==> src/rtl/decode_stage_pkg.sv <==
// Shared decode types for the RISC-V pipeline: instruction classes, formats,
// execution units, the decoded bundle and the base opcodes.
package decode_stage_pkg;

    typedef enum logic [4:0] {
        I_NOP, I_ADD, I_SUB, I_SLL, I_SLT, I_SLTU, I_XOR, I_SRL, I_SRA, I_OR, I_AND,
        I_LB, I_LH, I_LW, I_LBU, I_LHU, I_SB, I_SH, I_SW,
        I_BEQ, I_BNE, I_BLT, I_BGE, I_BLTU, I_BGEU,
        I_LUI, I_JAL, I_JALR, I_FENCE, I_ECALL, I_CSRR, I_INVALID
    } instruction_type;

    typedef enum logic [2:0] {R_type, I_type, S_type, B_type, U_type, J_type} fmts;

    typedef enum logic [2:0] {
        XU_ADDER, XU_LOGICAL, XU_SHIFTER, XU_BRANCH, XU_MEMORY, XU_BYPASS
    } xu_t;

    // PC storage width inside the bundle; the stage's PC_WIDTH may not exceed it.
    localparam int DEC_PC_W = 32;

    typedef struct packed {
        instruction_type       i;
        fmts                   fmt;
        xu_t                   xu;
        logic [4:0]            rs1;
        logic [4:0]            rs2;
        logic [4:0]            rd;
        logic [31:0]           imm;
        logic [DEC_PC_W-1:0]   pc;
        logic                  pc_op;
    } decoded_t;

    localparam logic [6:0] OP_REG    = 7'b0110011;
    localparam logic [6:0] OP_IMM    = 7'b0010011;
    localparam logic [6:0] OP_LOAD   = 7'b0000011;
    localparam logic [6:0] OP_STORE  = 7'b0100011;
    localparam logic [6:0] OP_BRANCH = 7'b1100011;
    localparam logic [6:0] OP_LUI    = 7'b0110111;
    localparam logic [6:0] OP_AUIPC  = 7'b0010111;
    localparam logic [6:0] OP_JAL    = 7'b1101111;
    localparam logic [6:0] OP_JALR   = 7'b1100111;
    localparam logic [6:0] OP_FENCE  = 7'b0001111;
    localparam logic [6:0] OP_SYSTEM = 7'b1110011;

    localparam logic [31:0] NOP_INSTR = 32'h0000_0013;

    localparam decoded_t DECODED_RESET = '{
        i: I_NOP, fmt: I_type, xu: XU_BYPASS, rs1: 5'd0, rs2: 5'd0, rd: 5'd0,
        imm: 32'd0, pc: '0, pc_op: 1'b0
    };

    function automatic xu_t xu_of(input instruction_type t);
        case (t)
            I_ADD, I_SUB, I_SLT, I_SLTU:                       return XU_ADDER;
            I_XOR, I_OR, I_AND:                                return XU_LOGICAL;
            I_SLL, I_SRL, I_SRA:                               return XU_SHIFTER;
            I_BEQ, I_BNE, I_BLT, I_BGE, I_BLTU, I_BGEU,
            I_JAL, I_JALR:                                     return XU_BRANCH;
            I_LB, I_LH, I_LW, I_LBU, I_LHU, I_SB, I_SH, I_SW:  return XU_MEMORY;
            default:                                           return XU_BYPASS;
        endcase
    endfunction

endpackage

==> src/rtl/decode_stage_decoder.sv <==
// Purely combinational RV32I classifier: raw word to decoded bundle (pc left 0).
// Anything unrecognised becomes INVALID with I_type format and a zero immediate.
module instr_decoder
    import decode_stage_pkg::*;
(
    input  logic [31:0] in_instr,
    output decoded_t    dec_o
);

    logic [6:0]  opcode;
    logic [2:0]  f3;
    logic [6:0]  f7;
    logic [31:0] imm_i, imm_s, imm_b, imm_u, imm_j, shamt;

    assign opcode = in_instr[6:0];
    assign f3     = in_instr[14:12];
    assign f7     = in_instr[31:25];
    assign imm_i  = {{20{in_instr[31]}}, in_instr[31:20]};
    assign imm_s  = {{20{in_instr[31]}}, in_instr[31:25], in_instr[11:7]};
    assign imm_b  = {{20{in_instr[31]}}, in_instr[7], in_instr[30:25], in_instr[11:8], 1'b0};
    assign imm_u  = {in_instr[31:12], 12'd0};
    assign imm_j  = {{12{in_instr[31]}}, in_instr[19:12], in_instr[20], in_instr[30:21], 1'b0};
    assign shamt  = {27'd0, in_instr[24:20]};

    always_comb begin
        dec_o     = DECODED_RESET;
        dec_o.i   = I_INVALID;
        dec_o.rs1 = in_instr[19:15];
        dec_o.rs2 = in_instr[24:20];
        dec_o.rd  = in_instr[11:7];
        case (opcode)
            OP_REG: begin
                dec_o.fmt = R_type;
                if (f7 == 7'b0000000) begin
                    case (f3)
                        3'd0: dec_o.i = I_ADD;
                        3'd1: dec_o.i = I_SLL;
                        3'd2: dec_o.i = I_SLT;
                        3'd3: dec_o.i = I_SLTU;
                        3'd4: dec_o.i = I_XOR;
                        3'd5: dec_o.i = I_SRL;
                        3'd6: dec_o.i = I_OR;
                        default: dec_o.i = I_AND;
                    endcase
                end else if (f7 == 7'b0100000) begin
                    if (f3 == 3'd0)      dec_o.i = I_SUB;
                    else if (f3 == 3'd5) dec_o.i = I_SRA;
                end
            end
            OP_IMM: begin
                dec_o.imm = imm_i;
                case (f3)
                    3'd0: dec_o.i = (in_instr == NOP_INSTR) ? I_NOP : I_ADD;
                    3'd1: begin
                        dec_o.imm = shamt;
                        if (f7 == 7'b0000000) dec_o.i = I_SLL;
                    end
                    3'd2: dec_o.i = I_SLT;
                    3'd3: dec_o.i = I_SLTU;
                    3'd4: dec_o.i = I_XOR;
                    3'd5: begin
                        dec_o.imm = shamt;
                        if (f7 == 7'b0000000)      dec_o.i = I_SRL;
                        else if (f7 == 7'b0100000) dec_o.i = I_SRA;
                    end
                    3'd6: dec_o.i = I_OR;
                    default: dec_o.i = I_AND;
                endcase
            end
            OP_LOAD: begin
                dec_o.imm = imm_i;
                case (f3)
                    3'd0: dec_o.i = I_LB;
                    3'd1: dec_o.i = I_LH;
                    3'd2: dec_o.i = I_LW;
                    3'd4: dec_o.i = I_LBU;
                    3'd5: dec_o.i = I_LHU;
                    default: dec_o.i = I_INVALID;
                endcase
            end
            OP_STORE: begin
                dec_o.fmt = S_type;
                dec_o.imm = imm_s;
                case (f3)
                    3'd0: dec_o.i = I_SB;
                    3'd1: dec_o.i = I_SH;
                    3'd2: dec_o.i = I_SW;
                    default: dec_o.i = I_INVALID;
                endcase
            end
            OP_BRANCH: begin
                dec_o.fmt = B_type;
                dec_o.imm = imm_b;
                case (f3)
                    3'd0: dec_o.i = I_BEQ;
                    3'd1: dec_o.i = I_BNE;
                    3'd4: dec_o.i = I_BLT;
                    3'd5: dec_o.i = I_BGE;
                    3'd6: dec_o.i = I_BLTU;
                    3'd7: dec_o.i = I_BGEU;
                    default: dec_o.i = I_INVALID;
                endcase
            end
            OP_LUI: begin
                dec_o.fmt = U_type;
                dec_o.imm = imm_u;
                dec_o.i   = I_LUI;
            end
            OP_AUIPC: begin
                dec_o.fmt   = U_type;
                dec_o.imm   = imm_u;
                dec_o.i     = I_ADD;
                dec_o.pc_op = 1'b1;
            end
            OP_JAL: begin
                dec_o.fmt = J_type;
                dec_o.imm = imm_j;
                dec_o.i   = I_JAL;
            end
            OP_JALR: begin
                dec_o.imm = imm_i;
                if (f3 == 3'd0) dec_o.i = I_JALR;
            end
            OP_FENCE: begin
                dec_o.imm = imm_i;
                dec_o.i   = I_FENCE;
            end
            OP_SYSTEM: begin
                dec_o.imm = imm_i;
                dec_o.i   = (f3 == 3'd0) ? I_ECALL : I_CSRR;
            end
            default: dec_o.i = I_INVALID;
        endcase

        // Reserved encodings collapse to one canonical INVALID shape.
        if (dec_o.i == I_INVALID) begin
            dec_o.fmt   = I_type;
            dec_o.imm   = 32'd0;
            dec_o.pc_op = 1'b0;
        end
        dec_o.xu = xu_of(dec_o.i);
        if (dec_o.fmt == S_type || dec_o.fmt == B_type) begin
            dec_o.rd = 5'd0;
        end
    end

endmodule

==> src/rtl/decode_stage.sv <==
// Registered decode stage: valid/ready input, main register M driving the outputs,
// one skid register S, synchronous flush and asynchronous active-low reset.
module decode_stage
    import decode_stage_pkg::*;
#(
    parameter int PC_WIDTH = 32
) (
    input  logic                clk,
    input  logic                reset,
    input  logic                in_valid,
    output logic                in_ready,
    input  logic [31:0]         in_instr,
    input  logic [PC_WIDTH-1:0] in_pc,
    input  logic                flush,
    output logic                out_valid,
    input  logic                out_ready,
    output logic [4:0]          out_i,
    output logic [2:0]          out_fmt,
    output logic [2:0]          out_xu,
    output logic [4:0]          out_rs1,
    output logic [4:0]          out_rs2,
    output logic [4:0]          out_rd,
    output logic [31:0]         out_imm,
    output logic [PC_WIDTH-1:0] out_pc,
    output logic                out_pc_op
);

    decoded_t dec_raw, dec_in;
    decoded_t m_d, m_q, s_d, s_q;
    logic     m_valid_d, m_valid_q, s_valid_d, s_valid_q;
    logic     accept, drain;

    instr_decoder u_decoder (
        .in_instr (in_instr),
        .dec_o    (dec_raw)
    );

    always_comb begin
        dec_in    = dec_raw;
        dec_in.pc = DEC_PC_W'(in_pc);
    end

    // in_ready depends only on S, so out_ready never reaches it combinationally.
    assign in_ready = !s_valid_q;
    assign accept   = in_valid && in_ready;
    assign drain    = m_valid_q && out_ready;

    always_comb begin
        m_d       = m_q;
        s_d       = s_q;
        m_valid_d = m_valid_q;
        s_valid_d = s_valid_q;
        if (flush) begin
            m_valid_d = 1'b0;
            s_valid_d = 1'b0;
        end else if (!m_valid_q || drain) begin
            if (s_valid_q) begin
                m_d       = s_q;
                m_valid_d = 1'b1;
                s_valid_d = 1'b0;
            end else begin
                m_valid_d = accept;
                if (accept) m_d = dec_in;
            end
        end else if (accept) begin
            s_d       = dec_in;
            s_valid_d = 1'b1;
        end
    end

    always_ff @(posedge clk or negedge reset) begin
        if (!reset) begin
            m_valid_q <= 1'b0;
            s_valid_q <= 1'b0;
            m_q       <= DECODED_RESET;
            s_q       <= DECODED_RESET;
        end else begin
            m_valid_q <= m_valid_d;
            s_valid_q <= s_valid_d;
            m_q       <= m_d;
            s_q       <= s_d;
        end
    end

    assign out_valid = m_valid_q;
    assign out_i     = m_q.i;
    assign out_fmt   = m_q.fmt;
    assign out_xu    = m_q.xu;
    assign out_rs1   = m_q.rs1;
    assign out_rs2   = m_q.rs2;
    assign out_rd    = m_q.rd;
    assign out_imm   = m_q.imm;
    assign out_pc    = PC_WIDTH'(m_q.pc);
    assign out_pc_op = m_q.pc_op;

endmodule

==> config.mk <==
export PLATFORM = sky130hd
export DESIGN_NAME = decode_stage
export DESIGN_NICKNAME = d
export VERILOG_FILES = /design/src/rtl/decode_stage_pkg.sv /design/src/rtl/decode_stage_decoder.sv /design/src/rtl/decode_stage.sv
export SDC_FILE = /design/constraint.sdc
export NUM_CORES = 1
export LEC_CHECK = 0
export CAP_MARGIN = 0
export CORE_MARGIN = 3
export CORE_UTILIZATION = 35
export CTS_CLUSTER_DIAMETER = 50
export CTS_CLUSTER_SIZE = 16
export DETAILED_ROUTE_END_ITERATION = 10
export GPL_TIMING_DRIVEN = 0
export PLACE_DENSITY = 0.58
export SLEW_MARGIN = 25
export SYNTH_ARGS = -nofsm -noshare
export SYNTH_HDL_FRONTEND = slang
export SYNTH_HIERARCHICAL = 1
export SYNTH_SLANG_ARGS = --single-unit
==> constraint.sdc <==
create_clock -name clk -period 1.45 [get_ports clk]
set_clock_uncertainty 0.1 [all_clocks]
set_input_delay 0.145 -clock clk [delete_from_list [all_inputs] [get_ports clk]]
set_output_delay 0.145 -clock clk [all_outputs]
set_load 0.01 [all_outputs]
### Word level (Yosys, flattened, before mapping)

Memory sizes are Yosys's and may differ from the RTL's.
Cells that the tools add are included.

* register bits after elaboration: 184
* bits in read-only memories: 96
* bits of input ports: 69
* output and inout bits: 93
* word-level logic and storage cells: 94
* memories: 1

* eq/ne operators: 23
* multiplexer cells: 32
* bitwise gates (word level): 2
* reductions and logical operators: 16

Memories
* (name not given): words 32, width 3, rd ports 1, clocked after Yosys merged registers in 0, write ports 0, line decode_stage_pkg.sv:53 `case (t)`

Operators with widths (count)
* $pmux 32 s6: 1
* $mux 91: 2
* $mux 32: 2
* $pmux 5 s11: 1
* $mux 5: 8
* $pmux 5 s7: 1
* $eq 32x5->1 const B: 1
* $eq 7x6->1 const B: 4
* $eq 7x7->1 const B: 4
* $pmux 4 s7: 1
* $pmux 5 s5: 1
* $pmux 4 s6: 1
* $pmux 3 s5: 1
* $eq 7x5->1 const B: 2
* $eq 3x2->1 const B: 4
* $eq 3x3->1 const B: 4
* $pmux 4 s3: 1
* $mux 1: 9
* $eq 7x2->1 const B: 1
* $eq 7x4->1 const B: 1
* $logic_not 7->1: 1
* $mux 3: 2
* $reduce_and 3->1: 2
* $eq 5x5->1 const B: 1
* 11 further kinds: 17

### Longest topological paths before layout

* depth in word-level cells: 13
* gate-level depth with buffers: 16
* depth with buffers taken out: 14

### Hierarchy

The synthesis kept the hierarchy.

By module, submodules not included
* decode_stage: times used 1, cells an instance 496, area each 8785.9 µm², seq. area each 4611.9 µm²
* instr_decoder: times used 1, cells an instance 318, area each 1889.3 µm², seq. area each 0.0 µm²

### Worst setup path before layout

No wires, ideal clock.

* kind: input to register
* start point: input in_instr[13]
* end point: register m_q (netlist bit out_fmt[0])
* setup time: 82 ps
* arrival: 3022 ps
* data required time: 1268 ps
* setup slack: -1754 ps
* cell stages on the path: 13
* path buffers: 2
* cells stage by stage: buf_2 -> buf_2 -> or3_1 -> nand3_1 -> o31ai_1 -> a31oi_1 -> nand2_1 -> or3_1 -> ha_1 -> and3_4 -> or4_4 -> mux2_4 -> mux2_4

RTL lines
* start, declared: line decode_stage.sv:12 `input logic [31:0] in_instr,`
* end signal, assigned: line decode_stage.sv:80 `m_q <= m_d;`
* end, declared: line decode_stage.sv:29 `decoded_t m_d, m_q, s_d, s_q;`

==> run metrics <==
Post-Syn Area 0.0104 sq mm; HPWL Detailed 18.8 mm; Final Hold Vio Count 0; depth of the most critical reg-to-reg path 8; Worst-Margin Slew 926 ps; RSZ-0062 raised after global routing yes; Die W 179 um; Synth Area per Inst 13.4 sq um; failing checks negative setup slack; hold path cells 3; Peak supply drop 0.000771 V; fmax 0.372 GHz; worst r2r src s_valid_q$_DFFE_PN0P_; Slew Limit Fails 0; Avg Vias per Cell 5.03; Initial Utilization 36.0%; share of layout cells above drive strength 1 57.0%; drt pass-1 iters 5; CP max FO 8; vias in the first global route 7440; pwr dens 900 mW/mm^2; critical path class in2reg; worst skew pair latency 430 ps; post-route minimum period 2690 ps; critical path endpoint category flop; fin crit share 185%; Via Count 7284; CTS root buffer clkbuf_16; final net count 1125; R2R setup slack -400 ps; start point of the worst hold path in_instr[16]; Final setup viols 183; post-route ant nets 0; Boundary Pins 162; clock buffer depth 2; core area 0.0290 sq mm; IO buf count 157; Critical Path RT 1650 ps; Mapped Cells 781; H-tree levels 4; DRC 0; WL per Instance 19.9 um; largest net degree at the start of global routing 80; Area Growth Syn to Fin 46.9%; Initial DRC Count 478; initial antenna violation count 0; Worst-path clk slew 70 ps; Startpoint Class input port; area of the die 0.0319 sq mm; Warnings, synthesis 6; total CTS buffers 17; HP Class in2reg; Non-Filler Instances 1448; worst setup margin -1240 ps; RD Place Congestion 0.863; n_diodes 0; RR Endpoint out_pc[22]$_DFFE_PN0P_; worst endpoint data arrival time 2890 ps; status complete, but fails checks; Tot GR Track Use 18.0%; DIE HEIGHT 179 um; syn nets 855; Slew headroom 38.3%; total global routing overflow 0; CTS tree done; Hold Path End s_q[76]$_DFFE_PN0P_; first-pass GRT wire length 44.2 mm; # rows 62; dpl cells 1324; # clock sinks 184; Total Wirelength 28.8 mm; Leakage 6.92 nW; Maximum Capacitance Violations 0; final core utilization 52.8%
[critical path, cell delays in order]
cell,delay (ps)
buf_6,90
clkbuf_16,130
nand3b_1,160
buf_6,140
nor3_2,270
o311ai_1,160
and4_1,260
buf_6,130
inv_6,90
and2_4,160
a32o_2,250
buf_12,160
buf_12,140
a21oi_4,30
mux2_4,300
mux2_4,260
[power breakdown]
| part | total, mW | internal, mW | leakage [nW] | switching (mW) |
|---|---|---|---|---|
| combinational | 3.00 | 1.80 | 4.33 | 1.20 |
| clock | 4.64 | 2.44 | 0.275 | 2.21 |
| sequential | 6.15 | 5.82 | 2.32 | 0.334 |
| total | 13.8 | 10.1 | 6.92 | 3.74 |
[metrics by stage]
| step | setup slack [ps] | hold WS [ps] | TNS, ps | instance area [sq um] | power, mW |
|---|---|---|---|---|---|
| after detailed placement | -2590 | 11.3 | -241840 | 12900 | 9.05 |
| after global routing | -1360 | 25.1 | -127330 | 15300 | 14.4 |
| final | -1240 | 36.3 | -113250 | 15300 | 13.8 |
| after CTS | -1250 | 7.30 | -120730 | 15200 | 13.9 |
| after floorplan | -1400 | -251 | -115450 | 10800 | 7.79 |
| after global placement | -8110 | 373 | -1716590 | 12900 | 8.99 |
[layout make-up]
type                       count  area [sq um]
buffer                        60           871
clock buffer                  19           433
clock inverter                13           136
fill                        2529         13700
inverter                       6          37.5
multi-input combinational    525          5930
sequential                   184          4610
tap                          384           480
timing repair buffer         257          2830
[worst max path at each step]
stage                            start                 endpoint  slack (ps)  cells past startpoint
after floorplan           in_instr[13]   out_fmt[0]$_DFFE_PN1P_       -1400                     13
after global placement           reset     out_i[3]$_DFFE_PN0P_       -8110                      1
after detailed placement  in_instr[25]    out_rd[4]$_DFFE_PN0P_       -2590                     11
after CTS                  in_instr[3]  out_imm[19]$_DFFE_PN0P_       -1250                     17
after global routing       in_instr[3]  out_imm[19]$_DFFE_PN0P_       -1360                     16
final                      in_instr[3]  out_imm[19]$_DFFE_PN0P_       -1240                     16
[flip-flops by register name (all words and copies together), names as in the netlist]
name and count:
out_fmt 3, out_pc_op 1, s_valid_q 1, out_pc 32, out_rs2 5, out_rd 5
s_q 91, out_valid 1, out_i 5, out_rs1 5, out_xu 3, out_imm 32
[cell usage in the layout, fill, tap and decap left out, types with 5 or more instances in the layout]
cell type	count
nor3_4	5
mux2_4	184
buf_6	36
buf_4	59
clkdlybuf4s15_1	5
clkdlybuf4s15_2	8
dfrtp_1	178
nand2b_1	9
a21oi_1	10
a21oi_2	12
inv_6	6
buf_2	9
a21oi_4	13
a22oi_1	6
nor2b_1	5
nor2_4	14
clkdlybuf4s50_1	35
nand2_1	41
clkbuf_16	19
buf_12	36
o21ai_0	8
mux2_2	88
dlygate4sd2_1	91
nor2_1	13
buf_16	18
nor2_2	6
nand4_1	5
clkbuf_8	6
dfstp_2	6
buf_8	5
nor2b_2	7
[routing by layer]
layer  global-route usage (%)  vias up  part of all wire [%]
li1                         -     3357                     -
met1                     25.4     3725                    47
met2                     29.4      180                    48
met3                     2.83       22                   3.7
met4                     3.80        0                   1.2
met5                        0        -                     0
[what timing repair did]
item | 4_1_cts | 5_1_grt
hold buffers | 1 | 0
setup endpoints to repair | 275 | 233
setup buffers | 73 | 15
cloned | 22 | 1
gates resized for setup | 368 | 45
pin swaps | 44 | 24
endpoints found under the hold margin | 57 | 0
(Power assumes the default switching activity.)
